## config.mk

```make
export PLATFORM = sky130hd
export DESIGN_NAME = pipe_add_sub
export DESIGN_NICKNAME = d
export VERILOG_FILES = /design/src/rtl/pipe_add_sub.sv
export SDC_FILE = /design/constraint.sdc
export NUM_CORES = 1
export LEC_CHECK = 0
export ABC_AREA = 1
export CORE_MARGIN = 3
export CORE_UTILIZATION = 39
export DETAILED_ROUTE_END_ITERATION = 7
export GPL_ROUTABILITY_DRIVEN = 0
export GPL_TIMING_DRIVEN = 1
export PLACE_DENSITY = 0.62
export SKIP_CTS_REPAIR_TIMING = 1
export SLEW_MARGIN = 20
export SYNTH_ARGS = -nofsm -noshare
export SYNTH_HDL_FRONTEND = slang
export SYNTH_SLANG_ARGS = --single-unit
export TNS_END_PERCENT = 5
```

## constraint.sdc

```tcl
create_clock -name clk -period 5.49 [get_ports clk]
set_clock_uncertainty 0.05 [all_clocks]
set_input_delay 0.8235 -clock clk [delete_from_list [all_inputs] [get_ports clk]]
set_output_delay 0.8235 -clock clk [all_outputs]
set_load 0.05 [all_outputs]
```

## src/rtl/pipe_add_sub.sv

```systemverilog
// Pipelined add/sub/inc/dec engine: one CHUNK-bit slice per stage, carry registered stage to stage.
// Latency: STAGES = WIDTH/CHUNK cycles from input accept to out_valid, one op per cycle throughput.
// Backpressure: global stall, every stage holds while out_valid && !out_ready; in_ready = !out_valid || out_ready.
module pipe_add_sub #(
  parameter int unsigned WIDTH = 32,
  parameter int unsigned CHUNK = 8,
  parameter int unsigned STEP  = 4
) (
  input  logic             clk,
  input  logic             rst,
  input  logic             in_valid,
  output logic             in_ready,
  input  logic [WIDTH-1:0] a,
  input  logic [WIDTH-1:0] b,
  input  logic [1:0]       op,
  output logic             out_valid,
  input  logic             out_ready,
  output logic [WIDTH-1:0] result,
  output logic             cout,
  output logic             ovf,
  output logic             zero,
  output logic             neg
);

  localparam int unsigned STAGES = WIDTH / CHUNK;
  localparam int unsigned LAST   = STAGES - 1;

  // Per-stage registers. A and effective B travel with the op so upper
  // slices are still available when their stage comes up; lower result
  // slices accumulate in r_q as they are resolved.
  logic             vld_q [STAGES];
  logic [WIDTH-1:0] a_q   [STAGES];
  logic [WIDTH-1:0] b_q   [STAGES];
  logic [WIDTH-1:0] r_q   [STAGES];
  logic             c_q   [STAGES];
  logic             ovf_q;

  // Stage inputs: stage 0 from the ports, stage k from stage k-1.
  logic             vld_in [STAGES];
  logic [WIDTH-1:0] a_in   [STAGES];
  logic [WIDTH-1:0] b_in   [STAGES];
  logic [WIDTH-1:0] r_in   [STAGES];
  logic             c_in   [STAGES];

  // Next-state values produced by each stage's slice adder.
  logic [CHUNK:0]   slice_sum [STAGES];
  logic [WIDTH-1:0] r_d       [STAGES];
  logic             c_d       [STAGES];
  logic             ovf_d;

  logic [WIDTH-1:0] b_sel;
  logic [WIDTH-1:0] b_eff;
  logic             cin0;
  logic             advance;

  // Operand prep: pick B or STEP, then invert with carry-in 1 for subtraction.
  always_comb begin
    b_sel = op[1] ? WIDTH'(STEP) : b;
    b_eff = op[0] ? ~b_sel : b_sel;
    cin0  = op[0];
  end

  // Wire each stage to its source: ports for stage 0, previous registers otherwise.
  always_comb begin
    vld_in[0] = in_valid;
    a_in[0]   = a;
    b_in[0]   = b_eff;
    r_in[0]   = '0;
    c_in[0]   = cin0;
    for (int k = 1; k < STAGES; k++) begin
      vld_in[k] = vld_q[k-1];
      a_in[k]   = a_q[k-1];
      b_in[k]   = b_q[k-1];
      r_in[k]   = r_q[k-1];
      c_in[k]   = c_q[k-1];
    end
  end

  // Slice adders: stage k resolves bits [k*CHUNK +: CHUNK] and drops them into the partial result.
  always_comb begin
    for (int k = 0; k < STAGES; k++) begin
      slice_sum[k] = {1'b0, a_in[k][k*CHUNK +: CHUNK]}
                   + {1'b0, b_in[k][k*CHUNK +: CHUNK]}
                   + {{CHUNK{1'b0}}, c_in[k]};
      r_d[k] = r_in[k];
      r_d[k][k*CHUNK +: CHUNK] = slice_sum[k][CHUNK-1:0];
      c_d[k] = slice_sum[k][CHUNK];
    end
    // Carry into the MSB is recovered from the MSB sum bit and its operands.
    ovf_d = (a_in[LAST][WIDTH-1] ^ b_in[LAST][WIDTH-1] ^ slice_sum[LAST][CHUNK-1])
          ^ slice_sum[LAST][CHUNK];
  end

  // Pipeline registers: cleared asynchronously, all advance together or all hold.
  always_ff @(posedge clk or posedge rst) begin
    if (rst) begin
      ovf_q <= 1'b0;
      for (int k = 0; k < STAGES; k++) begin
        vld_q[k] <= 1'b0;
        a_q[k]   <= '0;
        b_q[k]   <= '0;
        r_q[k]   <= '0;
        c_q[k]   <= 1'b0;
      end
    end else if (advance) begin
      ovf_q <= ovf_d;
      for (int k = 0; k < STAGES; k++) begin
        vld_q[k] <= vld_in[k];
        a_q[k]   <= a_in[k];
        b_q[k]   <= b_in[k];
        r_q[k]   <= r_d[k];
        c_q[k]   <= c_d[k];
      end
    end
  end

  // Handshake and flags, all driven from the final-stage registers.
  always_comb begin
    out_valid = vld_q[LAST];
    advance   = !vld_q[LAST] || out_ready;
    in_ready  = advance;
    result    = r_q[LAST];
    cout      = c_q[LAST];
    ovf       = ovf_q;
    // Gated with valid so the cleared pipeline reports zero=0.
    zero      = vld_q[LAST] && (r_q[LAST] == '0);
    neg       = r_q[LAST][WIDTH-1];
  end

endmodule

```

* After elaboration in Yosys (flattened, before gate mapping)
Index checks and enable logic that the tools add are counted.
Cells by class: bitwise operators 4, reductions and logical operators 4, add/subtract/negate cells 8, mux-type cells 2
Operators by type and width (number):
- $mux 32 | 2
- $add 8x8->9 | 4
- $add 9x1->9 | 4
- $logic_not 32->1 | 1
- $not 32->32 | 1
- $xor 1x1->1 | 3
- $logic_and 1x1->1 | 1
- $logic_not 1->1 | 1
- $logic_or 1x1->1 | 1
Storage, ports and cells: output and inout bits 38, register bits after elaboration 281

* Longest topological paths before layout
Gate-level depths: netlist of run 1.
depth after elaboration 5, gate-level depth with buffers 15

* Worst setup path before layout of run 1
No wires, ideal clock.
kind reg2out, from register r_q (netlist bit result[10]), to output port zero, setup slack 2.871 ns, data arrival time 1.745 ns, cell stages (with the launch flop) 6, path buffers 0, data required time 4.617 ns, cell sequence dfrtp_1 > nor4_1 > nand2_1 > nor2_1 > nand3b_1 > nor2_1
Between the ends: word-level cells in the longest chain between the ends 2
RTL lines:
- start: declaration | line 34 | logic [WIDTH-1:0] r_q [STAGES];
- start signal: indexed assignment | line 111 | r_q[k] <= r_d[k];
- $logic_not 32->1 | line 126 | zero = vld_q[LAST] && (r_q[LAST] == '0);
- $logic_and 1x1->1 | line 126
- end: declaration | line 21 | output logic zero,
Every way passes these cells.

* Worst setup path in the final report of run 1
from input port out_ready, to output port in_ready
Between the ends: word-level cells in the longest chain between the ends 1
RTL lines:
- start: declaration | line 17 | input logic out_ready,
- $logic_or 1x1->1 | line 120 | advance = !vld_q[LAST] || out_ready;
- end: declaration | line 12 | output logic in_ready,
Every way passes these cells.

==> results of run 1 <==
[final cells by class]
class / instances / area [um^2] / area share (%)
Timing Repair Buffer: 114 / 1120 / 10.6
Clock inverter: 14 / 161 / 1.53
Clock buffer: 18 / 439 / 4.17
Tap cell: 280 / 350 / 3.33
Multi-Input combinational cell: 698 / 3510 / 33.4
Inverter: 82 / 314 / 2.98
Sequential cell: 185 / 4630 / 44.0
[stage by stage]
step	worst slack (ps)	instance area [um^2]	cells	hold slack (ps)
floorplan	2240	8800	1013	390
global placement	1870	9930	1359	400
detailed placement	1870	9930	1359	403
CTS	2040	10500	1391	421
global route	1970	10500	1391	440
finish	2090	10500	1391	421
[cell usage after synthesis]
| cell type | n | area (um^2) |
|---|---|---|
| sky130_fd_sc_hd__nand2_1 | 397 | 1490 |
| sky130_fd_sc_hd__dfrtp_1 | 185 | 4630 |
| sky130_fd_sc_hd__o21ai_0 | 87 | 435 |
| sky130_fd_sc_hd__inv_1 | 79 | 297 |
| sky130_fd_sc_hd__xor2_1 | 32 | 280 |
| sky130_fd_sc_hd__o21ai_1 | 29 | 145 |
| sky130_fd_sc_hd__ha_1 | 28 | 350 |
| sky130_fd_sc_hd__nand3_1 | 27 | 135 |
| sky130_fd_sc_hd__a21oi_1 | 24 | 120 |
| sky130_fd_sc_hd__nor2_1 | 21 | 78.8 |
| sky130_fd_sc_hd__buf_4 | 17 | 128 |
| sky130_fd_sc_hd__buf_2 | 12 | 60.1 |
| sky130_fd_sc_hd__buf_6 | 11 | 124 |
| sky130_fd_sc_hd__clkbuf_1 | 8 | 30.0 |
| sky130_fd_sc_hd__fa_1 | 7 | 140 |
| sky130_fd_sc_hd__nand4_1 | 6 | 37.5 |
| sky130_fd_sc_hd__xnor2_1 | 6 | 52.6 |
| sky130_fd_sc_hd__nor4_1 | 5 | 31.3 |
| sky130_fd_sc_hd__a31oi_1 | 4 | 25.0 |
| sky130_fd_sc_hd__nand3_2 | 4 | 40.0 |
| sky130_fd_sc_hd__nand3b_1 | 3 | 22.5 |
| sky130_fd_sc_hd__nor3_1 | 3 | 15.0 |
| sky130_fd_sc_hd__o21ai_2 | 3 | 26.3 |
| sky130_fd_sc_hd__or2_2 | 3 | 18.8 |
| sky130_fd_sc_hd__inv_2 | 2 | 7.51 |
| sky130_fd_sc_hd__o21a_1 | 2 | 15.0 |
| sky130_fd_sc_hd__a21boi_0 | 1 | 7.51 |
| sky130_fd_sc_hd__a21o_1 | 1 | 7.51 |
| sky130_fd_sc_hd__a21oi_2 | 1 | 8.76 |
| sky130_fd_sc_hd__inv_4 | 1 | 6.26 |
| sky130_fd_sc_hd__nor2_4 | 1 | 11.3 |
| sky130_fd_sc_hd__o211ai_1 | 1 | 7.51 |
| sky130_fd_sc_hd__or2_0 | 1 | 6.26 |
| sky130_fd_sc_hd__or2_1 | 1 | 6.26 |
[registers in the layout, indices dropped and copies added (netlist names)]
register and flops:
a_in 48, c_in 3, cout 1, r_d 48, b_in 48, vld_in 3, ovf 1, result 32
out_valid 1
[final timing paths]
check	slack [ps]	start	to
max	2090	out_ready	in_ready
min	420	vld_in[0]	out_valid
max reg2reg	2680	out_valid	r_d[18]
min reg2reg	420	vld_in[0]	out_valid
max in group asynchronous	3380	rst	result[1]
min in group asynchronous	870	rst	a_in[87]
[routing by layer]
| layer | up-vias | GRT usage [%] | part of all wire [%] |
|---|---|---|---|
| met5 | - | 0 | 0 |
| met4 | 0 | 4.25 | 1.3 |
| met1 | 2802 | 24.0 | 54 |
| met3 | 18 | 3.33 | 3.9 |
| met2 | 104 | 20.5 | 40 |
| li1 | 3367 | - | - |
[cells by family (layout without fill, tap and decap cells)]
group	after synthesis	in the layout	share of synthesized area, %
AOI/OAI and AO/OA	153	153	9.08
DFF	185	185	52.6
and+or+nand+nor	472	472	21.5
adders and majority gates	35	35	5.58
buffers and inverters	130	228	7.41
xor gates and xnor gates	38	38	3.78
[worst max-delay path: stages]
cell                              delay (ps)
sky130_fd_sc_hd__clkdlybuf4s50_1         510
sky130_fd_sc_hd__nor2_4                   60
sky130_fd_sc_hd__inv_4                   230
sky130_fd_sc_hd__clkdlybuf4s50_1         890
[power by group]
part           total, W  internal (W)  switching, W
clock           0.00124      0.000694      0.000551
combinational   0.00261      0.000941       0.00167
sequential      0.00233       0.00197      0.000362
total           0.00618       0.00360       0.00258
==> summary.md, run 1 <==
The run finished with clean final reports. The initial antenna violation count is 0, and the routed wire length is 17.8 mm. Relative to the synthesized area, the layout overhead comes to 19.7%.

Remaining design rule violation count: 0. The tools report the initial cell density of the core as 39.9%. The pin count of the biggest net entering global routing is 113, and the number of register bits inferred by synthesis is 185.

For the global route total overflow, the log shows 0. Setup repair after global routing left no endpoint under its margin. The run gives 0 ps as the summed negative setup slack over all endpoints. The layout has 2140 filler cells. The first detailed-routing pass ran for 5 iterations.

After layout, the worst path uses 61.9% of the clock period. Headroom to the max-slew limit came out at 32.1%. The cell at the root of the clock tree is sky130_fd_sc_hd__clkbuf_16.

The slew at the pin closest to its max-slew limit was 1020 ps. Power comes to 0.00618 W. The run gives 108 as the boundary pin count. The synthesized instance count was 1013; the post-synthesis cell type count was 34. The run gives 5903 as the number of global-route vias before repair. The synthesized netlist occupies a cell area of 8800 um^2. The type of the most critical hold path is flop to flop. The number of max-slew violations in the final report was 0. Clock-pin slew was measured on the worst setup and hold paths at 70 ps. The run gives 15.1% as the global router's overall resource usage. Leaving out fill and tap cells, the most frequent cell in the layout is sky130_fd_sc_hd__nand2_1. The number of cells traversed by the worst hold path works out to 1. The average via count per standard cell came out at 4.52.

The number of antenna diodes is 0. The worst setup path is captured at a primary output. The first global-routing pass estimated 29.9 mm of wire. Timing would allow up to 294 MHz. For this design the ratio of total power to cell area is 587 nW/um^2.

For the detailed-placement wirelength estimate, the log shows 12.3 mm. The logs give 24400 um^2 for the area of the die and 0 for the Yosys warning count. TritonCTS built the clock tree.

The first routing iteration left 398 violations. Of the cells placed in the final design, the portion with a size suffix greater than 1 is 5.04%. The number of clock sinks came out at 185.

In this run the remaining antenna-violating nets after routing total 0. The chip width was 156 um; the shortest period the worst path allows was 3400 ps. The kind of launch point of the worst setup path was a primary input. IR analysis of the VDD net gives a maximum drop of 0.184 mV.

The run gives 5.14 nW as the total leakage power. The tools report the max-cap check violation count as 0. The site row count is 54. Largest fanout on the critical path: 30. For the total count of hold-check failures in the final report, the log shows 0.

The share of the Yosys chip area taken by registers is 52.6%. Buffers placed on the I/O ports in this run total 107. For the total setup violations reported at the end of the flow, the log shows 0. The worst setup path is of the primary input to primary output kind. From bottom edge to top edge, the die measures 156 um. The H-tree was split into 4 levels. The longest clock path from root to sink contains 2 buffers. The run gives 4620 ps as the required arrival time at the worst endpoint.

The final layout contains 1203 nets. Cells fill 47.8% of the core in the end. TritonCTS created 17 clock buffers. The run gives 430 ps as the worst-skew pair later-pin latency.

The library cells used most frequently in the layout, excluding fill and tap cells, are sky130_fd_sc_hd__nand2_1, sky130_fd_sc_hd__dfrtp_1, sky130_fd_sc_hd__clkdlybuf4s50_1, sky130_fd_sc_hd__o21ai_0, sky130_fd_sc_hd__inv_1. The worst reg2reg path depth was 7. For the net count after synthesis, the log shows 1118. The detailed router placed 6291 vias in this run. After synthesis, the mean cell area works out to 8.68 um^2.

The placeable core region is 22000 um^2. The routed wirelength normalized by instance count is 12.8 um. STA puts the critical path data arrival time at 2520 ps.
No activity file was read; power rests on OpenSTA's default activity.
==> inputs of run 2 (changes only) <==
- clock period: 5.49 -> 2.95 ns (I/O delays scaled with it)
==> run 2 against run 1 <==
Effect of this change:
- hold slack got worse by 130 ps
- flip-flop and latch count unchanged
- utilization increased by 0.39 points
- highest routed layer unchanged
- design area increased by 0.82%
- critical path type is now flop to primary output
- final cell count increased by 0.50%
- first-iteration DRC count increased by 31%
- register-to-register slack got worse by 1800 ps
- power increased by 86%
- largest cell class unchanged
==> summary.md, run 2 (synthesized netlist as in run 1, its figures left out) <==
The run gives 0 (unchanged) as the total count of hold-check failures in the final report. The max-cap check violation count is 0 (unchanged). The clock transition at the registers of the reported paths works out to 70 ps (about the same). Total power density per cell area: 1080 nW/um^2 (+85%).

The worst setup path is captured at a primary output. By startpoint and endpoint, the worst setup path is classified as flop to primary output. Detailed-placement wirelength estimate: 12.6 mm (+2.5%). The library cells used most frequently in the layout, excluding fill and tap cells, are sky130_fd_sc_hd__nand2_1, sky130_fd_sc_hd__dfrtp_1, sky130_fd_sc_hd__clkdlybuf4s50_1, sky130_fd_sc_hd__o21ai_0, sky130_fd_sc_hd__inv_1.

The worst setup slack before clock tree synthesis is 491 ps (-1380 ps), and the final hold slack is 293 ps (-128 ps). The global-route wire length before repair is 30.4 mm (+1.4%), and the initial cell density of the core is 39.9% (unchanged). The logs give 1398 (+0.50%) for the number of standard cells in the layout, taps in and fillers out and 5.19 nW (+1.1%) for the total leakage power. The global router's overall resource usage was 15.3% (+0.20 points); the maximum vdd drop was 0.345 mV (+88%).

The growth of design area from synthesis to finish works out to 20.7%. The routed wirelength normalized by instance count was 12.8 um (-0.22%). The pin count of the biggest net entering global routing was 105 (-7.1%); the height of the chip was 156 um (unchanged). For the count of nets left with antenna violations after detail routing, the log shows 0 (unchanged). The tools report the placeable core region as 22000 um^2 (unchanged). The flow ran to the end, and the final reports show no timing, DRC or antenna violations. The number of buffers inserted during clock tree synthesis came out at 17 (unchanged). Minimum setup slack in the final design: 613 ps (-1480 ps). The tools report the data arrival time of the critical path as 1840 ps (-680 ps).

The logs give 6413 (+1.9%) for the via count and 54 (unchanged) for the site row count. The worst path needs 2340 ps of the cycle, external delays included. The remaining design rule violation count was 0 (unchanged). Design area: 10600 um^2 (+0.82%). The number of max-slew violations in the final report was 0 (unchanged); the number of buffers between clock root and the deepest sink was 2 (unchanged).

The average via count per standard cell works out to 4.59 (+1.4%). The total setup violations reported at the end of the flow was 0 (unchanged). The H-tree depth is 4 (unchanged), and the initial antenna violation count is 0 (unchanged).

The number of global-route vias before repair came out at 5993 (+1.5%). The relative slew slack was 65.8% (+34 points). The maximum cell stage delay along the critical path is 430 ps (-460 ps). For the maximum clock rate, the log shows 428 MHz. The share of final-layout standard cells stronger than drive strength 1 was 5.72% (+0.68 points). The violation count after the first detailed-route iteration came out at 522 (+31%). TritonCTS built the clock tree. The signal on the critical path passes through nor4_1, nand3_1, nor2_1, buf_4.

The placed cell count was 1366 (+0.52%); the summed negative setup slack over all endpoints was 0 ps (unchanged). The number of clock sinks is 185 (unchanged), and the slew at the pin closest to its max-slew limit is 512 ps (-506 ps). The tools report the kind of launch point of the worst setup path as a flop. The largest fanout on the critical path was 3 (-90%); the count of input and output buffers was 107 (unchanged).

The worst-skew pair later-pin latency came out at 430 ps (about the same). Cell with the largest stage delay on the worst path: sky130_fd_sc_hd__nor4_1. Cell at the root of the clock tree: sky130_fd_sc_hd__clkbuf_16. The required arrival time at the worst endpoint is 2460 ps (-2160 ps), and the portion of the clock cycle consumed by the worst path in the final layout is 79.2%.

The number of detailed-routing iterations run before antenna repair is 5 (unchanged). The chip width is 156 um (unchanged), and the buffers plus inverters on the worst setup path is 1 (-2). The number of nets in the finished design came out at 1210 (+0.58%). The tools report the number of fill cells in the layout as 2187 (+2.2%). The tools report the placed cell area as 10000 um^2 (+1.1%).

The library cell used most frequently in the layout, excluding fill and tap cells, is sky130_fd_sc_hd__nand2_1. The kind of cell with the highest combined delay along the critical path is simple AND/OR/NAND/NOR gates. The number of antenna diodes came out at 0 (unchanged). Setup repair after global routing left no endpoint under its margin. The tools report the routed wire length as 17.8 mm (+0.28%). The global route total overflow was 0 (unchanged). The logs give 24400 um^2 (unchanged) for the area of the die and 108 (unchanged) for the boundary pin count. The type of the most critical hold path is primary input to async pin.
==> run 2: final timing paths <==
| kind | from | to | slack, ps | cells after the start |
|---|---|---|---|---|
| worst max register to register | a_in[72] | r_d[46] | 870 | 7 |
| min in group clk | r_d[5] | result[5] | 420 | 2 |
| worst max-delay path | result[26] | zero | 610 | 4 |
| max in group asynchronous | rst | a_in[79] | 1800 | 3 |
| worst min register to register | r_d[5] | result[5] | 420 | 2 |
| worst min-delay path | rst | a_in[91] | 290 | 2 |
==> run 2: through the flow <==
step	power [W]	util, %
4_1_cts	0.0116	48.2
2_1_floorplan	0.00797	-
3_5_place_dp	0.00935	45.6
6_report	0.0115	48.2
5_1_grt	0.0125	48.2
3_3_place_gp	0.00926	45.6
==> run 2: metal layers <==
metal  part of all wire (%)  vias up  GRT usage [%]
met5                      0        -              0
met4                    1.2        0           4.00
met3                    3.3       17           3.19
met2                     41      101           20.4
met1                     55     2895           24.9
li1                       -     3400              -
==> run 2: area by class of cell <==
| class | count | area (um^2) | share of cell area [%] |
|---|---|---|---|
| Clock buffer | 18 | 429 | 4.04 |
| Clock inverter | 14 | 148 | 1.39 |
| Inverter | 82 | 314 | 2.96 |
| Multi-Input combinational cell | 698 | 3510 | 33.1 |
| Sequential cell | 185 | 4630 | 43.6 |
| Tap cell | 280 | 350 | 3.30 |
| Timing Repair Buffer | 121 | 1230 | 11.6 |
==> run 2: power breakdown <==
group / leakage, nW / internal, W / switching [W] / total [W]
clock network: 0.286 / 0.00125 / 0.000979 / 0.00223
logic: 2.67 / 0.00180 / 0.00315 / 0.00495
registers: 2.24 / 0.00367 / 0.000653 / 0.00432
